### config.mk
export PLATFORM = sky130hd
export DESIGN_NAME = clock_domain_export_fifo
export DESIGN_NICKNAME = d
export VERILOG_FILES = /design/src/rtl/clock_domain_export_fifo.sv
export SDC_FILE = /design/constraint.sdc
export NUM_CORES = 1
export LEC_CHECK = 0
export ABC_AREA = 1
export CORE_MARGIN = 8
export CORE_UTILIZATION = 52
export CTS_CLUSTER_SIZE = 24
export DETAILED_ROUTE_END_ITERATION = 8
export PLACE_DENSITY = 0.75
export SLEW_MARGIN = 5
export SYNTH_ARGS = -nofsm -noshare
export SYNTH_HDL_FRONTEND = slang
export SYNTH_SLANG_ARGS = --single-unit
### constraint.sdc
create_clock -name clk -period 2.1 [get_ports clk]
set_clock_uncertainty 0.1 [all_clocks]
set_input_delay 0.63 -clock clk [delete_from_list [all_inputs] [get_ports clk]]
set_output_delay 0.63 -clock clk [all_outputs]
set_load 0.05 [all_outputs]
### src/rtl/clock_domain_export_fifo.sv
// Source-side exporter: DEPTH-entry FIFO feeding a 2-phase req/ack handshake.
// Words launch one per round-trip once the synchronized ack matches req.
module clock_domain_export_fifo #(
    parameter int SIZE        = 8,
    parameter int DEPTH       = 4,
    parameter int SYNC_STAGES = 2
) (
    input  logic                         clk,
    input  logic                         rst_n,
    input  logic [SIZE-1:0]              data,
    input  logic                         stb,
    output logic                         ready,
    output logic [$clog2(DEPTH+1)-1:0]   level,
    output logic                         busy,
    output logic                         overflow,
    input  logic                         clr_overflow,
    output logic [SIZE-1:0]              handshake_data,
    output logic                         handshake_req,
    input  logic                         handshake_ack
);

    localparam int PW = $clog2(DEPTH);
    localparam int LW = $clog2(DEPTH+1);
    localparam logic [LW-1:0] FULL = LW'(DEPTH);
    localparam logic [LW-1:0] ONE  = LW'(1);
    localparam logic [PW-1:0] PONE = PW'(1);

    logic [SIZE-1:0]        mem_q [DEPTH];
    logic [PW-1:0]          wptr_q, wptr_d;
    logic [PW-1:0]          rptr_q, rptr_d;
    logic [LW-1:0]          level_q, level_d;
    logic [SIZE-1:0]        hs_data_q, hs_data_d;
    logic                   req_q, req_d;
    logic                   ovf_q, ovf_d;
    logic [SYNC_STAGES-1:0] sync_q;

    logic ack_s;
    logic link_idle;
    logic push;
    logic launch;

    assign ack_s     = sync_q[SYNC_STAGES-1];
    assign link_idle = (ack_s == req_q);
    assign ready     = (level_q != FULL);
    assign push      = stb & ready;
    assign launch    = link_idle & (level_q != '0);

    assign level          = level_q;
    assign busy           = (level_q != '0) | !link_idle;
    assign overflow       = ovf_q;
    assign handshake_data = hs_data_q;
    assign handshake_req  = req_q;

    always_comb begin
        wptr_d    = wptr_q;
        rptr_d    = rptr_q;
        level_d   = level_q;
        hs_data_d = hs_data_q;
        req_d     = req_q;
        ovf_d     = ovf_q;
        if (push) begin
            wptr_d = wptr_q + PONE;
        end
        if (launch) begin
            rptr_d    = rptr_q + PONE;
            hs_data_d = mem_q[rptr_q];
            req_d     = !req_q;
        end
        unique case ({push, launch})
            2'b10:   level_d = level_q + ONE;
            2'b01:   level_d = level_q - ONE;
            default: level_d = level_q;
        endcase
        // Set takes priority over a same-cycle clear.
        if (clr_overflow) begin
            ovf_d = 1'b0;
        end
        if (stb && !ready) begin
            ovf_d = 1'b1;
        end
    end

    always_ff @(posedge clk) begin
        if (push) begin
            mem_q[wptr_q] <= data;
        end
    end

    always_ff @(posedge clk or negedge rst_n) begin
        if (!rst_n) begin
            wptr_q    <= '0;
            rptr_q    <= '0;
            level_q   <= '0;
            hs_data_q <= '0;
            req_q     <= 1'b0;
            ovf_q     <= 1'b0;
            sync_q    <= '0;
        end else begin
            wptr_q    <= wptr_d;
            rptr_q    <= rptr_d;
            level_q   <= level_d;
            hs_data_q <= hs_data_d;
            req_q     <= req_d;
            ovf_q     <= ovf_d;
            sync_q    <= {sync_q[SYNC_STAGES-2:0], handshake_ack};
        end
    end

endmodule

# ---- Yosys cells after proc, flatten, opt, wreduce, memory -nomap -nowiden
# Memory sizes are Yosys's and may differ from the RTL's. A register that Yosys moved wholly into a read port is not among the register bits.
# Cells that the tools add are included.
# Widths: inputs -> output; s select.
dict set report word_totals {
  reg_bits 11
  n_memories 1
  latch_bits 0
  word_cells 31
  input_bits 13
  romBits 0
  out_inout_bits 15
  mem_bits_rw 32
}
dict set report classes {
  eq_ne 4
  bitwise_logic 3
  n_lt_le_gt_ge 0
  shifts 0
  muxes 5
  n_addsub 4
  multipliers 0
  reduce_logical 8
  n_div 0
}
# memory depth width rd rd_ports_with_merged_regs wr line
set memory_table {}
lappend memory_table {mem_q 4 8 1 1 1 28} ;# logic [SIZE-1:0] mem_q [DEPTH];
# operator count
set ops {}
lappend ops {{$pmux 3 s2} 1}
lappend ops {{$add 2x1->2 const B} 2}
lappend ops {{$logic_not 1->1} 4}
lappend ops {{$mux 1} 4}
lappend ops {{$reduce_bool 2->1} 2}
lappend ops {{$add 3x1->3 const B} 1}
lappend ops {{$ne 3x3->1 const B} 1}
lappend ops {{$reduce_bool 3->1} 1}
lappend ops {{$sub 3x1->3 const B} 1}
lappend ops {{$and 1x1->1} 2}
lappend ops {{$eq 2x1->1 const B} 1}
lappend ops {{$eq 2x2->1 const B} 1}
lappend ops {{$eq 1x1->1} 1}
lappend ops {{$logic_and 1x1->1} 1}
lappend ops {{$or 1x1->1} 1}

# ---- Logic depth before layout (Yosys ltp)
# Gate-level depths: netlist (run 1).
dict set report logic_depth {
  word_depth 4
  depth_mapped 12
  depth_no_buf 11
}

# ---- Worst setup path after synthesis (run 1)
# No wires, ideal clock.
dict set report synth_path {
  path_kind {register to register}
  start {register level_q[0] (netlist: level[0])}
  end {register level_q[2] (netlist: level[2])}
  slack_ns -0.572
  synth_period_minus_slack_ns 2.672
  path_buffers 0
  arrival_time_ns 2.448
  setup_ns 0.124
  required_time_ns 1.876
  stages_incl_launch_ff 10
  cell_sequence {dfrtp_1 inv_1 nand3_1 nand2_2 ha_1 inv_1 fa_1 nand2_1 nand3_1 xor2_1}
}
dict set report synth_between {
  elab_chain_cells 4
  elab_cells_between_ends 10
  classes_between {add/sub (2); eq/ne (3); mux (1); bitwise (2); reduce/logical (2)}
}
# item line
set synth_rtl {}
lappend synth_rtl {{start, declared} 31} ;# logic [LW-1:0] level_q, level_d;
lappend synth_rtl {{start signal, assigned} 101} ;# level_q <= level_d;
lappend synth_rtl {{$ne 3x3->1 (*)} 44} ;# assign ready = (level_q != FULL);
lappend synth_rtl {{named net ready} 12} ;# output logic ready,
lappend synth_rtl {{$and 1x1->1 (*)} 45} ;# assign push = stb & ready;
lappend synth_rtl {{$eq 2x1->1 or $eq 2x2->1 (tied branches)} 69} ;# unique case ({push, launch})
lappend synth_rtl {{$pmux 3 s2 or $reduce_bool 2->1 (tied branches)} n/a}
# Mark *: on every way through the listed nets, which the timed path passes. The rest lies on a longest branch.
# A chain may end at the register's enable or synchronous reset.

# ---- Worst setup path in the final report (run 1)
dict set report layout_path {
  start {register level_q[2] (netlist: level[2])}
  end {output port busy}
}
dict set report layout_between {
  elab_chain_cells 2
}
# item line
set layout_rtl {}
lappend layout_rtl {{$reduce_bool 3->1} 49} ;# assign busy = (level_q != '0) | !link_idle;
lappend layout_rtl {{$or 1x1->1} 49}
lappend layout_rtl {{end, declared} 14} ;# output logic busy,
# No other way between the ends.

==> results by group, run 1 <==
Clock tree
  • Hold_buf cts: 0
  • Post-CTS setup repair buffer count: 0
  • Worst-Skew Late Latency: 0.30 ns
  • CTS resizes: 0
  • CTS tree: built
  • CTS clk-pin slew, worst paths: 0.08 ns
  • Max Root-Sink Buffers: 2
  • # clock sinks: 51
  • H-Tree Depth: 2
  • Cts bufs inserted: 5
  • CTS Root Cell: clkbuf_8

Logic synthesis
  • Yosys warning count: 0
  • Sequential fraction of the synthesis area: 0.640
  • Cells after Synth: 228
  • Syn Nets: 247
  • #FFs+latches synth: 51
  • Netlist cell types: 20
  • Syn_area_per_cell: 9.84 sq um
  • Synth Cell Area: 2240 sq um
  • Area share of the largest cell type after synthesis: 0.428
  • Dominant cells by area after synthesis: edfxtp_1, dfrtp_1, nand2_1
  • Count leader, synth: nand2_1
  • Post-synth EDFFs: 32
  • Dominant synthesized flop cell: edfxtp_1
  • Ys async rst share: 0.373
  • Top post-synthesis cells by count: nand2_1, inv_1, edfxtp_1
  • Synth area leader: edfxtp_1

Floorplan
  • Core area: 4260 sq um
  • Die height: 81.7 microns
  • Initial Util: 0.526
  • Row count: 24
  • I/O Pins: 28
  • Die extent in x: 81.7 microns
  • Die Area: 6670 sq um

Global route
  • First-pass GRT wire length: 6.57 mm
  • Initial antenna violation count: 0
  • Vias in the first global route: 1,406
  • Overall global routing resource usage: 0.129
  • Grt total ovfl: 0
  • Largest net degree at the start of global routing: 20

Setup path
  • Crit path arrival time: 1.25 ns
  • CP max FO: 4
  • CP endpoint kind: output pin
  • CP Launch Type: flop
  • Req. time, crit path: 1.37 ns
  • WS Path Type: reg2out
  • FF-to-FF setup slack: 0.20 ns

Flow run
  • Number of max-cap violations: 0

Detailed routing
  • Post-Route M1 WL: 1.84 mm
  • DR vias: 1,460
  • Highest Signal Layer: met4
  • Routed WL per cell: 12.1 microns
  • First drt pass iteration count: 4
  • Total wire length after detailed routing: 3.88 mm
  • Metal2 WL: 1.87 mm
  • Wire length on met3: 123 microns
  • Residual DRC: 0
  • Via density: 4.56
  • Initial DRC count: 58
  • Antenna-violating nets left: 0

STA
  • Slew margin rel.: 0.737
  • Fin. Hold Viols: 0
  • Hold slack: 0.264 ns
  • Sum Neg Setup Slack: 0 ns
  • Worst slew pin tran: 0.395 ns
  • RSZ-0062 raised after global routing: no
  • Final setup viols: 0
  • F_max: 505 MHz
  • Final Max Slew Viols: 0
  • Final Cycle Share: 0.943
  • Tmin final: 1.98 ns

Finish
  • Diode count: 0
  • Register area: 1440 sq um
  • Fin util: 0.638
  • Area growth syn-to-layout: 21.2%
  • Share of cells above drive strength 1: 0.168
  • Final net count: 286
  • Area of the multi-input gates: 601 sq um
  • Fillers: 334

Pwr
  • Peak VDD IR: 0.732 mV
  • Pwr dens: 1490 nW/um^2
  • Leak: 0.00134 uW

Placed design
  • Post-DP HPWL: 2.84 mm
  • PortBufs: 27
  • RD Place Congestion: 0.753

Outcome
  • Status: complete, no violations

Worst hold path
  • Hold Path Class: reg2reg
state kept, by name, indices dropped and copies added, names as in the netlist:
signal,flops
level,3
handshake_req,1
sync_q,2
mem_q,32
rptr_q,2
handshake_data,8
wptr_q,2
overflow,1
through the flow:
stage                     total power (uW)  instances  worst slack (ns)  instance area [sq um]
after floorplan                       3000        228            0.0235                   2280
final                                 4050        320             0.120                   2720
after detailed placement              3580        312            -0.166                   2640
after global placement                3530        312            -0.140                   2640
after CTS                             4110        320            0.0931                   2720
after global routing                  4380        320            0.0249                   2720
final timing paths:
check                            endpoint  depth (start not counted)       from
worst max-delay path                 busy                          5   level[2]
worst min-delay path            sync_q[1]                          0  sync_q[0]
worst max register to register   level[2]                         10   level[2]
worst min register to register  sync_q[1]                          0  sync_q[0]
max in group asynchronous        level[0]                          2      rst_n
min in group asynchronous       rptr_q[1]                          2      rst_n
final cells by class:
cell class	count	share of cell area
Inverter	52	0.0736
Timing Repair Buffer	37	0.122
Clock buffer	6	0.0267
Tap cell	52	0.0239
Multi-Input combinational cell	120	0.221
Sequential cell	51	0.530
Clock inverter	2	0.00322
logic make-up after synthesis:
family / Yosys count / synth area share
AO/OA/AOI/OAI: 3 / 0.00725
XOR/XNOR: 4 / 0.0156
adder cells (fa/ha/maj): 6 / 0.0368
buffers and inverters: 57 / 0.106
flip-flops: 51 / 0.640
AND/OR/NAND/NOR: 107 / 0.195
routing by layer:
layer	up-vias	GRT usage
met5	-	0
li1	769	-
met2	16	0.210
met3	5	0.0295
met1	670	0.168
met4	0	0.0421
power by group:
| part | internal (uW) | total, uW | switching, uW | leakage, uW |
|---|---|---|---|---|
| registers | 1380 | 1580 | 195 | 0.000519 |
| logic | 673 | 1950 | 1280 | 0.000778 |
| clock network | 230 | 528 | 298 | 0.0000426 |
worst max-delay path, stage by stage (launching register included):
cell     delay [ns]
dfrtp_2        0.45
inv_2          0.08
nand3_2        0.11
inv_2          0.08
nand2_1        0.08
buf_12         0.16
cells in the final DEF, fill, tap and decap left out, types with 3 or more instances in the layout:
cell	n
dfrtp_1	15
nor2_1	4
clkbuf_8	5
clkdlybuf4s50_1	12
dfrtp_2	4
nand2_1	81
xor2_1	3
inv_2	3
inv_1	47
edfxtp_1	32
nand3_1	18
buf_4	23
ha_1	4
Power figures use the tool's default switching activity.
==> run 2: changes to the inputs <==
--- a/config.mk
+++ b/config.mk
@@ -11,7 +11,7 @@
 export CTS_CLUSTER_SIZE = 24
 export DETAILED_ROUTE_END_ITERATION = 8
 export PLACE_DENSITY = 0.75
-export SLEW_MARGIN = 5
+export SLEW_MARGIN = 15
 export SYNTH_ARGS = -nofsm -noshare
 export SYNTH_HDL_FRONTEND = slang
 export SYNTH_SLANG_ARGS = --single-unit
==> results of run 2 <==
Final layout, timing and power as in run 1 (identical DEF).
==> run 3: changes to the inputs <==
--- a/config.mk
+++ b/config.mk
@@ -11,6 +11,7 @@
 export CTS_CLUSTER_SIZE = 24
 export DETAILED_ROUTE_END_ITERATION = 8
 export PLACE_DENSITY = 0.75
+export SKIP_CTS_REPAIR_TIMING = 1
 export SLEW_MARGIN = 15
 export SYNTH_ARGS = -nofsm -noshare
 export SYNTH_HDL_FRONTEND = slang
==> results of run 3 <==
Final layout, timing and power as in run 1 (identical DEF).
